## config.mk

```make
export PLATFORM = sky130hd
export DESIGN_NAME = dmem_responder
export DESIGN_NICKNAME = d
export VERILOG_FILES = /design/src/rtl/dmem_responder.sv
export SDC_FILE = /design/constraint.sdc
export NUM_CORES = 1
export LEC_CHECK = 0
export ABC_CLOCK_PERIOD_IN_PS = 5680
export CAP_MARGIN = 20
export CORE_ASPECT_RATIO = 1.25
export CORE_MARGIN = 2
export CORE_UTILIZATION = 59
export CTS_CLUSTER_DIAMETER = 100
export DETAILED_ROUTE_END_ITERATION = 10
export GPL_TIMING_DRIVEN = 0
export HOLD_SLACK_MARGIN = 0.12
export PLACE_DENSITY = 0.8
export SYNTH_ARGS = -nofsm -noshare
export SYNTH_HDL_FRONTEND = slang
export SYNTH_SLANG_ARGS = --single-unit
```

## constraint.sdc

```tcl
create_clock -name clk -period 5.68 [get_ports clk]
set_clock_uncertainty 0.15 [all_clocks]
set_input_delay 0.852 -clock clk [delete_from_list [all_inputs] [get_ports clk]]
set_output_delay 0.852 -clock clk [all_outputs]
set_load 0.005 [all_outputs]
```

## src/rtl/dmem_responder.sv

```systemverilog
// Byte-serial data-memory responder: accepts one load/store request, walks it
// byte by byte (big-endian), then holds a response until the requester takes it.
module dmem_responder #(
   parameter int MEM_BYTES = 32,
   parameter int ADDR_W    = 32
) (
   input  logic              clk,
   input  logic              reset,
   input  logic              req_valid,
   output logic              req_ready,
   input  logic              req_we,
   input  logic              req_size,
   input  logic [ADDR_W-1:0] req_addr,
   input  logic [31:0]       req_wdata,
   output logic              rsp_valid,
   input  logic              rsp_ready,
   output logic [31:0]       rsp_rdata,
   output logic              rsp_err,
   input  logic [4:0]        dbg_addr,
   output logic [7:0]        dbg_byte
);

   localparam int IDX_W = (MEM_BYTES > 1) ? $clog2(MEM_BYTES) : 1;

   localparam logic [1:0] S_IDLE   = 2'd0;
   localparam logic [1:0] S_ACCESS = 2'd1;
   localparam logic [1:0] S_RESP   = 2'd2;

   logic [1:0]       r_state;
   logic             r_we;
   logic             r_size;
   logic [IDX_W-1:0] r_addr;
   logic [31:0]      r_wdata;
   logic [1:0]       r_k;
   logic [31:0]      r_rdata;
   logic             r_err;
   logic [7:0]       r_mem [MEM_BYTES];

   logic [ADDR_W:0]  w_n;
   logic [ADDR_W:0]  w_end;
   logic             w_in_range;
   logic [IDX_W-1:0] w_idx;
   logic [7:0]       w_rbyte;
   logic [31:0]      w_wshift;
   logic [7:0]       w_wbyte;
   logic             w_last;

   // Range check is done one bit wider than the address so it can never wrap.
   assign w_n        = req_size ? (ADDR_W+1)'(4) : (ADDR_W+1)'(1);
   assign w_end      = {1'b0, req_addr} + w_n;
   assign w_in_range = (w_end <= (ADDR_W+1)'(MEM_BYTES));

   assign w_idx    = r_addr + IDX_W'(r_k);
   assign w_rbyte  = r_mem[w_idx];
   assign w_wshift = r_wdata << {r_k, 3'b000};
   assign w_wbyte  = r_size ? w_wshift[31:24] : r_wdata[7:0];
   assign w_last   = r_size ? (r_k == 2'd3) : 1'b1;

   assign req_ready = (r_state == S_IDLE);
   assign rsp_valid = (r_state == S_RESP);
   assign rsp_rdata = r_rdata;
   assign rsp_err   = r_err;
   assign dbg_byte  = r_mem[dbg_addr];

   // NOTE: sequential state uses non-blocking assignments so every register
   // samples pre-edge values; blocking here would create order-dependent races.
   always_ff @(posedge clk) begin
      if (reset) begin
         r_state <= S_IDLE;
         r_k     <= 2'd0;
         r_rdata <= 32'd0;
         r_err   <= 1'b0;
      end else begin
         case (r_state)
            S_IDLE: begin
               if (req_valid) begin
                  r_we    <= req_we;
                  r_size  <= req_size;
                  r_addr  <= req_addr[IDX_W-1:0];
                  r_wdata <= req_wdata;
                  r_k     <= 2'd0;
                  r_rdata <= 32'd0;
                  r_err   <= !w_in_range;
                  r_state <= w_in_range ? S_ACCESS : S_RESP;
               end
            end
            S_ACCESS: begin
               if (!r_we) begin
                  r_rdata <= r_size ? {r_rdata[23:0], w_rbyte}
                                    : {{24{w_rbyte[7]}}, w_rbyte};
               end
               r_k <= r_k + 2'd1;
               if (w_last) r_state <= S_RESP;
            end
            S_RESP: begin
               if (rsp_ready) begin
                  r_state <= S_IDLE;
                  r_rdata <= 32'd0;
                  r_err   <= 1'b0;
               end
            end
            default: r_state <= S_IDLE;
         endcase
      end
   end

   // NOTE: the memory array has no reset on purpose; its contents survive reset,
   // and a reset edge suppresses the write so an aborted store stops cleanly.
   always_ff @(posedge clk) begin
      if (!reset && (r_state == S_ACCESS) && r_we) begin
         r_mem[w_idx] <= w_wbyte;
      end
   end

endmodule

```

# Yosys cells after proc, flatten, opt, wreduce, memory -nomap -nowiden

Memory sizes are Yosys's and may differ from the RTL's.
Index checks and enable logic that the tools add are counted.

Bits in registers: 76
Memory bits (writable): 256
Input bits: 75
Output and inout port bits: 43
Logic and storage cells: 55
Memories kept: 1

$add $sub $neg: 3
Magnitude comparators: 1
Eq/ne operators: 7
Shift-type cells: 1
Mux-type cells: 20
Bitwise operators: 1
Reductions and logical operators: 13

Memories:

| name  | depth | bits a word | read ports | clocked after Yosys merged registers in | wr ports | RTL line | source |
|---|---|---|---|---|---|---|---|
| r_mem | 32    | 8           | 2          | 0                                       | 1        | 37       | `logic [7:0] r_mem [MEM_BYTES];` |

Operators with widths:

| kind                  | count |
|---|---|
| $mux W32              | 4 |
| $pmux W32 S3          | 1 |
| $add A32 B3 Y33       | 1 |
| $le A33 B6 Y1 const B | 1 |
| $shl A32 B5 Y32       | 1 |
| $mux W2               | 5 |
| $reduce_and A3 Y1     | 3 |
| $mux W8               | 1 |
| $ne A2 B2 Y1 const B  | 3 |
| $pmux W2 S3           | 1 |
| $add A5 B2 Y5         | 1 |
| $mux W1               | 5 |
| $eq A2 B2 Y1 const B  | 2 |
| $pmux W2 S2           | 1 |
| $reduce_and A4 Y1     | 1 |
| $reduce_bool A2 Y1    | 2 |
| $mux W3               | 1 |
| $reduce_bool A3 Y1    | 1 |
| $add A2 B1 Y2 const B | 1 |
| $eq A2 B1 Y1 const B  | 1 |
| $logic_and A1 B1 Y1   | 2 |
| $logic_not A1 Y1      | 2 |
| $logic_not A2 Y1      | 1 |
| $ne A2 B1 Y1 const B  | 1 |
| other kinds (3)       | 3 |

# Depth between registers and ports, before layout

Depth in word-level cells: 6
Mapped depth: 11
Mapped depth without buffers: 10

# Worst setup path before layout

OpenSTA, ideal clock, no wires.

Path kind: input-to-reg
Start point: in reset
End point: reg r_addr[0], enable pin
Library setup time: 0.486 ns
Arrival: 3.741 ns
Required time: 5.044 ns
Slack: 1.303 ns
Stages on the path: 2
Buffers on the path: 1
Cell sequence: clkbuf_8 nor3_1

Cells in the longest elaborated chain, start to end: 2

Ends and longest elaborated chain:

| element                     | RTL line | source |
|---|---|---|
| start, declared             | 8        | `input logic reset,` |
| $not A1 Y1 (no line)        | -        |  |
| $reduce_and A3 Y1 (no line) | -        |  |
| end signal, assigned        | 79       | `r_addr <= req_addr[IDX_W-1:0];` |
| end, declared               | 32       | `logic [IDX_W-1:0] r_addr;` |

No other way between the ends.
A chain may end at the register's enable or synchronous reset.

# Final worst setup path

Start point: in dbg_addr[1]
End point: out dbg_byte[0]

Cells in the longest elaborated chain, start to end: 1

Ends and longest elaborated chain:

| element         | RTL line | source |
|---|---|---|
| start, declared | 19       | `input logic [4:0] dbg_addr,` |
| $mem_v2 Z32 W8  | -        |  |
| end, declared   | 20       | `output logic [7:0] dbg_byte` |

No other way between the ends.

==> impl_metrics.json <==
{
  "post-dp-hpwl_microns": 32150,
  "post_synth_mux_area_share": 0.2184,
  "yosys_most_used_dff": "sky130_fd_sc_hd__edfxtp_1",
  "critical_path_peak_fanout": 10,
  "worst_setup_path_end_kind": "output pin",
  "fmax_mhz": 206.2,
  "clk-insertion-delay-late_ns": 0.57,
  "min-delay-path-class": "reg2reg",
  "worstReg2RegStart": "r_addr[0]",
  "asyncSetResetFlopFracSynth": 0,
  "fillCellCount": 1653,
  "floorplan.io_pins": 118,
  "cts_root_buffer": "sky130_fd_sc_hd__clkbuf_16",
  "final_hold_violations": 0,
  "global_route_wire_length_before_repair_microns": 66740,
  "unrepaired_setup_endpoints_after_global_routing": "no",
  "drcViolationCount": 0,
  "cp_slowest_cell": "sky130_fd_sc_hd__clkbuf_1",
  "critPathLaunchType": "primary input",
  "timing.max_slew.rel_slack": 0.2592,
  "finalSetupTns_ns": 0,
  "required_ns": 4.68,
  "die_height_microns": 186.8,
  "synth-seq-area-share": 0.6087,
  "worstSetupPathType": "in2out",
  "initial_antenna_violation_count": 1,
  "die-area_sq_um": 28060,
  "mappedNetlistNets": 1051,
  "xor_and_xnor_area_share_after_synthesis": 0.004999,
  "tritoncts_num_sinks": 332,
  "cts_made_buffers": 29,
  "clock_tree.htree_level_count": 1,
  "post-cts-setup-buffers": 0,
  "synth_top_area_frac": 0.5618,
  "synthSimpleGateAreaFrac": 0.08244,
  "synthesis.instances": 969,
  "final_nets": 1207,
  "final.period_utilization": 0.8537,
  "yosys.area.top_type": "sky130_fd_sc_hd__edfxtp_1",
  "yosysUniqueCellTypes": 67,
  "crit_chain": "clkbuf_1 > clkbuf_1 > mux4_2 > mux4_2 > mux2_2 > clkdlybuf4s50_1",
  "synth_compound_area_frac": 0.05864,
  "design.core.area_sq_um": 26180,
  "synth_warnings": 0,
  "dominant_combinational_cell_family_by_area_after_synthesis": "multiplexers",
  "route.vias.total": 10460,
  "placement.io_buffers": 111,
  "antenna_left": 0,
  "timing.critical_path.max_delay_family": "buffers and inverters",
  "leakage_nw": 5.967,
  "drt_iter0_markers": 1376,
  "post-route-util": 0.7102,
  "max-vdd-ir-drop_uv": 243.4,
  "syn_area_per_cell_sq_um": 16.27,
  "min_from": "rsp_rdata[25]",
  "cp_num_buf_inv": 3,
  "outcome": "finished clean",
  "layout_min_cycle_time_ns": 4.849,
  "number_of_enable_type_register_cells_in_the_synthesized_netlist": 295,
  "gp_congestion": 1.030,
  "first_global_vias": 10430,
  "clock_tree_buffer_depth": 3,
  "synth_area_sq_um": 15770,
  "crit_path_start": "dbg_addr[1]",
  "die_x_microns": 150.2,
  "ys_ff_latch": 332,
  "cts.clk_slew.worst_paths_ns": 0.06,
  "grt_start_max_net_pins": 33,
  "total_congestion_overflow": 0,
  "post_cts_hold_buffer_count": 0,
  "synthTopCellsByCount": "295 x sky130_fd_sc_hd__edfxtp_1, 144 x sky130_fd_sc_hd__mux4_2, 67 x sky130_fd_sc_hd__nand2_1",
  "worst_max_slew_pin_slew_ns": 1.111,
  "drt_first_pass_iters": 5,
  "synthMostInstantiatedCell": "sky130_fd_sc_hd__edfxtp_1",
  "post_synth_fa_ha_maj_area_fraction": 0.006030,
  "antennaDiodeCount": 0,
  "wl_per_instance_microns": 30.91,
  "hold_slack_ns": 0.3290,
  "slew_viol_final": 0,
  "timing.max_cap.violations": 0,
  "drive_above_1_share": 0.2206,
  "p_total_mw": 5.155,
  "total_detailed_routing_wirelength_microns": 45960,
  "grt_util_overall": 0.3317,
  "area.growth.synth_to_final_pct": 17.90,
  "netlist_top_cells_area": "sky130_fd_sc_hd__edfxtp_1 56%, sky130_fd_sc_hd__mux4_2 21%, sky130_fd_sc_hd__dfxtp_1 4.7%",
  "initial_utilization": 0.6024,
  "tritoncts": "done",
  "routed_via_density": 7.036,
  "critPathArrivalTime_ns": 3.85,
  "power_density_nw_per_um2": 277.3,
  "finalSetupViolCount": 0,
  "cts_resized": 0,
  "cp_slowest_stage_delay_ns": 0.77,
  "fp-row-count": 66
}
## worst paths after layout
path | end | slack (ns) | depth (start not counted)
max | dbg_byte[0] | 0.83 | 6
max reg2reg | r_mem[27][3] | 1.19 | 6
min | rsp_rdata[25] | 0.33 | 1
min reg2reg | rsp_rdata[25] | 0.33 | 1
## cell usage in the layout, fill, tap and decap left out, drive strengths merged, types with 5 or more instances in the layout
master	n
a21oi	19
a22o	32
buf	45
clkbuf	68
clkdlybuf4s50	111
clkinv	11
dfxtp	37
edfxtp	295
ha	6
inv	16
mux2	9
mux2i	10
mux4	144
nand2	67
nand2b	30
nand3	34
nand4	11
nand4b	8
nor2	52
nor2b	7
nor3	12
nor4	8
o21ai	33
o221ai	8
o22ai	8
or3	5
xnor2	7
## flip-flops by register name, indices dropped and copies added, names as in the netlist
signal	flops
r_size	1
rsp_err	1
r_wdata	32
r_state	2
r_addr	5
rsp_rdata	32
r_mem	256
r_we	1
r_k	2
## through the flow
stage / instance area (sq um) / setup WS (ns) / instances
finish: 18590 / 0.8307 / 1487
floorplan: 15770 / 1.303 / 969
global placement: 17310 / -0.007608 / 1420
CTS: 18570 / 0.6792 / 1485
detailed placement: 17600 / 0.7020 / 1432
global route: 18590 / 0.8384 / 1487
## logic make-up (layout without fill, tap and decap cells)
logic type      after synthesis  count (layout)
flops                       332             332
simple gates                252             252
mux                         163             163
compound gates              131             131
buf+inv                      75             253
xor+xnor                      9               9
fa+ha+maj                     7               7
## layer usage
layer / vias to the layer above / global-route usage / share of wire
met2: 738 / 0.5509 / 0.50
met5: - / 0 / 0.00022
met4: 2 / 0.2036 / 0.075
li1: 4304 / - / -
met3: 166 / 0.05721 / 0.095
met1: 5253 / 0.4038 / 0.33
## layout make-up
type / count / area [sq um] / area share
flip-flops and latches: 332 / 9599 / 0.5163
multi-input cells: 562 / 5966 / 0.3209
repair buffers: 125 / 1310 / 0.07046
clock buffers: 38 / 842.1 / 0.04529
well taps: 340 / 425.4 / 0.02288
plain buffers: 61 / 274.0 / 0.01474
clock inverters: 15 / 122.6 / 0.006595
inverters: 14 / 52.55 / 0.002827
## worst register-to-register path, delay by kind of cell, from the launching register on
family	cells	cell delay, ns
adder cells (fa/ha/maj)	2	1.05
buffers and inverters	2	0.98
AND/OR/NAND/NOR	2	1.53
flip-flops	1	0.38
## where the power goes
group / total (mW) / switching, mW / internal [mW] / leakage [nW]
clock: 1.99 / 0.865 / 1.13 / 0.481
sequential: 2.68 / 0.00595 / 2.68 / 2.97
combinational: 0.478 / 0.268 / 0.211 / 2.52
total: 5.16 / 1.14 / 4.02 / 5.97
No activity file was read; power rests on OpenSTA's default activity.
